**src/rtl/uart_tx_frame.sv**
```systemverilog
// UART frame transmitter: one bit per clock, start / LSB-first data / optional parity / stop.
// Every output comes straight from a flop, and back-to-back frames hand off on the stop-bit edge.
module uart_tx_frame #(
  parameter int Data_Width = 8
) (
  input  logic                  clk,
  input  logic                  rst,
  input  logic [Data_Width-1:0] P_Data,
  input  logic                  Data_Valid,
  input  logic                  Par_En,
  input  logic                  Par_Type,
  output logic                  TX_Out,
  output logic                  Busy
);

  localparam int CntW = (Data_Width > 1) ? $clog2(Data_Width) : 1;
  localparam logic [CntW-1:0] LastCnt = CntW'(Data_Width - 1);

  typedef enum logic [2:0] {IDLE, START, DATA, PARITY, STOP} state_t;

  state_t                state, state_nxt;
  logic [Data_Width-1:0] data_q, data_nxt;
  logic                  par_en_q, par_en_nxt;
  logic                  par_type_q, par_type_nxt;
  logic [CntW-1:0]       cnt_q, cnt_nxt;
  logic                  tx_nxt, busy_nxt;
  logic                  par_bit;

  assign par_bit = par_type_q ? ~^data_q : ^data_q;

  always_ff @(posedge clk or negedge rst) begin
    if (!rst) begin
      state      <= IDLE;
      data_q     <= '0;
      par_en_q   <= 1'b0;
      par_type_q <= 1'b0;
      cnt_q      <= '0;
      TX_Out     <= 1'b1;
      Busy       <= 1'b0;
    end else begin
      state      <= state_nxt;
      data_q     <= data_nxt;
      par_en_q   <= par_en_nxt;
      par_type_q <= par_type_nxt;
      cnt_q      <= cnt_nxt;
      TX_Out     <= tx_nxt;
      Busy       <= busy_nxt;
    end
  end

  // tx_nxt is the bit that will sit on the line for the cycle after this edge
  always_comb begin
    state_nxt    = state;
    data_nxt     = data_q;
    par_en_nxt   = par_en_q;
    par_type_nxt = par_type_q;
    cnt_nxt      = cnt_q;
    tx_nxt       = 1'b1;
    busy_nxt     = 1'b0;

    unique case (state)
      IDLE: begin
        if (Data_Valid) begin
          data_nxt     = P_Data;
          par_en_nxt   = Par_En;
          par_type_nxt = Par_Type;
          state_nxt    = START;
          tx_nxt       = 1'b0;
          busy_nxt     = 1'b1;
        end
      end
      START: begin
        state_nxt = DATA;
        cnt_nxt   = '0;
        tx_nxt    = data_q[0];
        busy_nxt  = 1'b1;
      end
      DATA: begin
        busy_nxt = 1'b1;
        if (cnt_q == LastCnt) begin
          cnt_nxt = '0;
          if (par_en_q) begin
            state_nxt = PARITY;
            tx_nxt    = par_bit;
          end else begin
            state_nxt = STOP;
            tx_nxt    = 1'b1;
          end
        end else begin
          cnt_nxt = cnt_q + 1'b1;
          tx_nxt  = data_q[cnt_q + 1'b1];
        end
      end
      PARITY: begin
        state_nxt = STOP;
        tx_nxt    = 1'b1;
        busy_nxt  = 1'b1;
      end
      STOP: begin
        // A request on the stop edge starts the next frame with no idle bit
        if (Data_Valid) begin
          data_nxt     = P_Data;
          par_en_nxt   = Par_En;
          par_type_nxt = Par_Type;
          state_nxt    = START;
          tx_nxt       = 1'b0;
          busy_nxt     = 1'b1;
        end else begin
          state_nxt = IDLE;
        end
      end
      default: begin
        state_nxt = IDLE;
      end
    endcase
  end

endmodule

```
**config.mk**
```make
export PLATFORM = sky130hd
export DESIGN_NAME = uart_tx_frame
export DESIGN_NICKNAME = d
export VERILOG_FILES = /design/src/rtl/uart_tx_frame.sv
export SDC_FILE = /design/constraint.sdc
export NUM_CORES = 1
export LEC_CHECK = 0
export ABC_AREA = 1
export ABC_CLOCK_PERIOD_IN_PS = 1370
export CAP_MARGIN = 20
export CORE_MARGIN = 1.5
export CORE_UTILIZATION = 47
export CTS_CLUSTER_SIZE = 25
export DETAILED_ROUTE_END_ITERATION = 10
export HOLD_SLACK_MARGIN = 0.15
export PLACE_DENSITY_LB_ADDON = 0.25
export SYNTH_ARGS = -nofsm -noshare
export SYNTH_HDL_FRONTEND = slang
export SYNTH_SLANG_ARGS = --single-unit
export TNS_END_PERCENT = 50
```
**constraint.sdc**
```tcl
create_clock -name clk -period 1.37 [get_ports clk]
set_input_delay 0.3425 -clock clk [delete_from_list [all_inputs] [get_ports clk]]
set_output_delay 0.3425 -clock clk [all_outputs]
set_load 0.05 [all_outputs]
```
==> results.yml, run 1 <==
die:
  initial_utilization_pct: 50.3
  ios: 15
  die_height_um: 49.1
  fp-row-count: 16
  fp.dieW_um: 49.1
  core_sq_mm: 0.00198
  die_area_sq_mm: 0.00241
power_and_ir_drop:
  internal-power_mw: 1.70
  clock_power_share_pct: 10.7
  sequentialPowerShare_pct: 33.1
  p_leak_nw: 0.648
  ir_drop_mv: 1.41
  switching_share_pct: 46.0
  p_switching_mw: 1.45
  combPwrFrac_pct: 56.2
  powerDensity_mw_per_mm2: 2420
clock_tree:
  cts.sinks: 18
  cts_tree: "done"
  cts_root_buffer: "clkbuf_4"
  cts-hold-fix-buffers: 0
  path_clk_slew_ns: 0.11
  clk_path_buf_depth: 2
  htreeDepth: 1
  cts_buffers: 3
  clkLatencyLatePin_ns: 0.30
sta:
  relSlewSlack_pct: 83.5
  worst_pin_slew_ns: 0.248
  finClkSkew_ns: 0.00788
  hold_viol: 0
  finalCriticalPeriod_ns: 1.55
  setup_viol: 1
  fmax_ghz: 0.645
  maxSlewViolCount: 0
  setup_ws_ns: -0.180
  rsz0062_at_grt: "true"
  finalCritPeriodShare_pct: 113
critical_path:
  arrival_ns: 1.79
  worst_ep_required_time_ns: 1.61
  reg2reg_from: "cnt_q[1]"
  start_kind: "register"
  r2r_end: "TX_Out"
  rrSetupSlack_ns: -0.18
  rr_worst_depth: 11
  endpoint_kind: "register"
  worst-path-max-fanout: 4
  worst-setup-path-type: "register to register"
synth:
  synth_area_leaders: "dfrtp_1 43%, nand2_1 21%, o21ai_1 5.5%"
  synth_nets: 154
  yosysSeqAreaShare_pct: 45.3
  yosys.area.top_type_share_pct: 42.7
  ys_warn_count: 0
  synth-compound-area-share_pct: 10.9
  yosys.area_share.simple_pct: 30.5
  ys_ff_latch: 18
  synthAdderAreaFrac_pct: 2.51
  post_synth_num_cell_types: 21
  synth_xor_area_share_pct: 1.76
  synth_top_family_by_area: "simple AND/OR/NAND/NOR gates"
  synth_mux_area_share_pct: 0
  yosysTopAreaCell: "dfrtp_1"
  netlist_instances: 139
  netlist_area_sq_um: 997
  syn_area_per_cell_sq_um: 7.17
placement:
  placed_area_sq_mm: 0.00124
  routabilityCongestion: 0.848
  dpl.hpwl_um: 1640
  placed_cells: 183
  io_buffers: 14
drt:
  ant_nets: 0
  firstDrtPassIters: 4
  wl_per_cell_um: 11.3
  drcViolationCount: 0
  routed_wl_um: 2130
  vias_per_cell: 4.77
  route.vias.total: 897
  drt-initial-drc-count: 12
cells_and_area:
  fin_area_sq_mm: 0.00130
  area_growth_pct: 30.2
  final_cell_mix: "54 x nand2_1, 17 x dfrtp_1, 12 x o21ai_1, 12 x clkdlybuf4s50_1, 10 x inv_1"
  drive_gt1_share_pct: 19.9
  final_cells: 188
  layout_commonest_cell: "nand2_1"
  antennaDiodeCount: 0
  fin_nets: 177
grt:
  grt_first_pass_wirelength_um: 3830
  antenna_found_initial: 0
  grtUsageTotal_pct: 20.9
  grt_overflow: 0
  grt_pass1_vias: 913
  grt_max_degree: 19
worst_hold_path:
  hold_class: "primary input to asynchronous set/reset pin"
status:
  violations: "negative setup slack"
  status: "finished with violations"
flow_run:
  max_cap_violations: 0
-- critical path, cell delays in order, from the launching register on --
cell     delay (ns)
dfrtp_1        0.40
ha_2           0.20
ha_4           0.28
inv_2          0.04
a21oi_2        0.09
o21ai_1        0.07
nand3_1        0.11
nand3_2        0.09
nand2_2        0.08
inv_2          0.03
nand2_1        0.05
nand2_1        0.06
-- state kept, by name, summed over array words and instances, names as in the netlist --
signal	flops
state	3
Busy	1
cnt_q	3
data_q	8
TX_Out	1
par_type_q	1
par_en_q	1
-- cell usage after synthesis --
library cell  number
ha_1               2
a21oi_1            5
dfrtp_1           17
buf_2              1
o21ai_0            4
o21ai_1           11
inv_1             11
o21ai_2            1
buf_4              1
inv_2              8
dfstp_2            1
inv_4              1
xor2_1             1
nand2_1           55
nor2_1             7
nand3b_1           1
nand3_1            7
nor3_1             1
nor2_4             1
nand2_2            2
xnor2_1            1
-- area by class of cell --
cell class | instances | area (sq um)
fillers | 188 | 683
multi-input cells | 99 | 482
flip-flops and latches | 18 | 452
repair buffers | 20 | 218
inverters | 20 | 77.6
clock buffers | 4 | 36.3
well taps | 27 | 33.8
-- per-stage QoR --
step / power (mW) / util [%] / worst slack (ns) / hold WS (ns) / setup TNS [ns]
3_3_place_gp: 2.66 / 62.8 / -0.0596 / 0.483 / -0.0596
2_1_floorplan: 2.22 / - / -0.0268 / 0.0469 / -0.0268
5_1_grt: 3.44 / 65.5 / -0.248 / 0.384 / -0.365
3_5_place_dp: 2.75 / 62.8 / -0.169 / 0.524 / -0.169
6_report: 3.15 / 65.5 / -0.180 / 0.361 / -0.180
4_1_cts: 3.12 / 65.2 / -0.146 / 0.365 / -0.146
-- cells by family after synthesis --
| family | after synthesis |
|---|---|
| compound gates | 21 |
| fa+ha+maj | 2 |
| simple gates | 74 |
| buf+inv | 22 |
| xor+xnor | 2 |
| flops | 18 |
-- layer usage --
metal / wire length (um) / GRT usage, % / vias up
met5: 0 / 0 / -
met4: 29 / 10.5 / 0
met1: 941 / 24.8 / 409
met3: 45 / 3.99 / 4
met2: 1110 / 35.8 / 11
li1: - / - / 473
-- power by group through the flow --
stage | Clock (mW) | Sequential, mW | Combinational (mW)
final | 0.337 | 1.04 | 1.77
after global routing | 0.368 | 1.08 | 1.99
after CTS | 0.349 | 1.04 | 1.73
after detailed placement | 0 | 1.05 | 1.69
after global placement | 0 | 1.04 | 1.62
after floorplan | 0 | 1.08 | 1.13
-- worst max path at each step --
stage / cells past startpoint / endpoint / startpoint / slack (ns)
floorplan: 11 / TX_Out / cnt_q[1] / -0.03
CTS: 11 / TX_Out / cnt_q[0] / -0.15
global placement: 11 / TX_Out / cnt_q[1] / -0.06
detailed placement: 11 / TX_Out / cnt_q[1] / -0.17
finish: 11 / TX_Out / cnt_q[1] / -0.18
global route: 11 / TX_Out / cnt_q[0] / -0.25
-- repair_timing --
item,in CTS,in global routing
hold endpoints to repair,0,0
resized for setup,1,2
pin swaps,3,2
setup buffers,1,0
endpoints found under the setup margin,1,4
No activity file was read; power rests on OpenSTA's default activity.
==> run 2, diff against run 1 <==
- ABC_CLOCK_PERIOD_IN_PS: 1370 -> 1320
- clock period: 1.37 -> 1.32 ns (I/O delays scaled with it)
==> results.yml, run 2 (synthesized netlist as in run 1, its figures left out) <==
status:
  status: "finished with violations"
  violations: "negative setup slack"
cells_and_area:
  layout_commonest_cell: "nand2_1"
  nFillCells: 169
  top_regs: "data_q x8, cnt_q x3, state x3"
  fin_area_sq_mm: 0.00131
  final_cell_mix: "54 x nand2_1, 17 x dfrtp_1, 13 x o21ai_1"
  largest_register_ffs: 8
  top_register: "data_q"
  antennaDiodeCount: 0
  fin_nets: 179
  final_cells: 190
  register_area_sq_um: 452
  area_growth_pct: 31.6
  multiInputGateArea_sq_um: 480
  drive_gt1_share_pct: 20.9
sta:
  worst_pin_slew_ns: 0.326
  fin_hold_ws_ns: 0.286
  hold_viol: 0
  fmax_ghz: 0.647
  setup_ws_ns: -0.226
  setup_viol: 1
  maxSlewViolCount: 0
  finalCritPeriodShare_pct: 117
  relSlewSlack_pct: 78.2
  totalNegativeSetupSlack_ns: -0.226
  finalCriticalPeriod_ns: 1.55
  rsz0062_at_grt: "true"
  finClkSkew_ns: 0.00213
die:
  fp.dieW_um: 49.1
  die_area_sq_mm: 0.00241
  core_sq_mm: 0.00198
  ios: 15
  die_height_um: 49.1
  initial_utilization_pct: 50.3
  fp-row-count: 16
power_and_ir_drop:
  powerDensity_mw_per_mm2: 2460
  switching_share_pct: 45.3
  combPwrFrac_pct: 55.7
  p_leak_nw: 0.654
  p_switching_mw: 1.46
  sequentialPowerShare_pct: 33.9
  clock_power_share_pct: 10.4
  internal-power_mw: 1.77
  ir_drop_mv: 1.34
placement:
  dpl.hpwl_um: 1690
  placed_cells: 185
  io_buffers: 14
  pre_cts_slack_ns: -0.224
  routabilityCongestion: 0.880
  placed_area_sq_mm: 0.00126
worst_hold_path:
  hold_class: "primary input to asynchronous set/reset pin"
critical_path:
  worst_ep_required_time_ns: 1.56
  arrival_ns: 1.78
  worst-setup-path-type: "register to register"
  worst-path-max-fanout: 4
  critPathLaunch: "cnt_q[1]"
  endpoint_kind: "register"
  start_kind: "register"
  reg2reg_from: "cnt_q[1]"
grt:
  grt_overflow: 0
  grt_pass1_vias: 924
  grt_first_pass_wirelength_um: 3770
  grt_max_degree: 18
  grtUsageTotal_pct: 20.0
  antenna_found_initial: 0
clock_tree:
  cts_root_buffer: "clkbuf_4"
  path_clk_slew_ns: 0.10
  clk_path_buf_depth: 2
  cts_buffers: 3
  cts.sinks: 18
  cts_tree: "done"
  htreeDepth: 1
  clkLatencyLatePin_ns: 0.29
drt:
  routed_wl_um: 2080
  route.vias.total: 916
  wl_per_cell_um: 10.9
  drcViolationCount: 0
  ant_nets: 0
  firstDrtPassIters: 5
  vias_per_cell: 4.82
  drt-initial-drc-count: 13
flow_run:
  max_cap_violations: 0
-- run 2: changes by cell type in the layout (fill, tap and decap cells not counted), sizes merged --
cell / before / now
buf: 8 / 10
-- run 2: worst paths after layout --
| path | end | slack [ns] | depth (start not counted) |
|---|---|---|---|
| setup / recovery | TX_Out | -0.23 | 11 |
| hold / removal | cnt_q[2] | 0.29 | 1 |
| setup reg to reg | TX_Out | -0.23 | 11 |
| hold reg to reg | data_q[7] | 0.55 | 2 |
| max in group asynchronous | data_q[6] | 0.63 | 2 |
| min in group clk | data_q[7] | 0.55 | 2 |
-- run 2: critical path, stage by stage, from the launching register on --
cell and delay (ns):
dfrtp_1 0.40, ha_2 0.21, ha_4 0.29, inv_2 0.04, a21oi_2 0.10, o21ai_1 0.08, nand3_1 0.09, nand3_1 0.08
nand2_1 0.09, inv_2 0.04, nand2_2 0.04, nand2_1 0.04
-- run 2: metrics by stage --
stage / utilization (%) / power, mW
floorplan: - / 2.30
global placement: 63.5 / 2.76
detailed placement: 63.5 / 2.84
CTS: 65.5 / 3.20
global route: 66.2 / 3.54
finish: 66.2 / 3.23
-- run 2: area by class of cell --
type,instances,area share [%]
repair buffers,22,17.7
multi-input cells,99,36.6
inverters,20,5.91
well taps,27,2.57
flip-flops and latches,18,34.4
clock buffers,4,2.76
-- run 2: routing by layer --
layer / vias up / routed length, um / GRT usage, %
met4: 0 / 38 / 11.4
met5: - / 0 / 0
met3: 5 / 90 / 2.76
li1: 480 / - / -
met2: 27 / 994 / 32.2
met1: 404 / 951 / 25.5
-- run 2: power by group through the flow --
stage	clock network, mW	registers, mW	logic (mW)
floorplan	0	1.12	1.18
global placement	0	1.08	1.68
detailed placement	0	1.10	1.75
CTS	0.346	1.09	1.76
global route	0.378	1.13	2.03
finish	0.337	1.09	1.80
-- run 2: what timing repair did --
action                     4_1_cts  5_1_grt
hold buffers                     0        0
buffers inserted                 0        1
resized for setup                1        3
setup endpoints to repair        1        7
pin swaps                        5        5
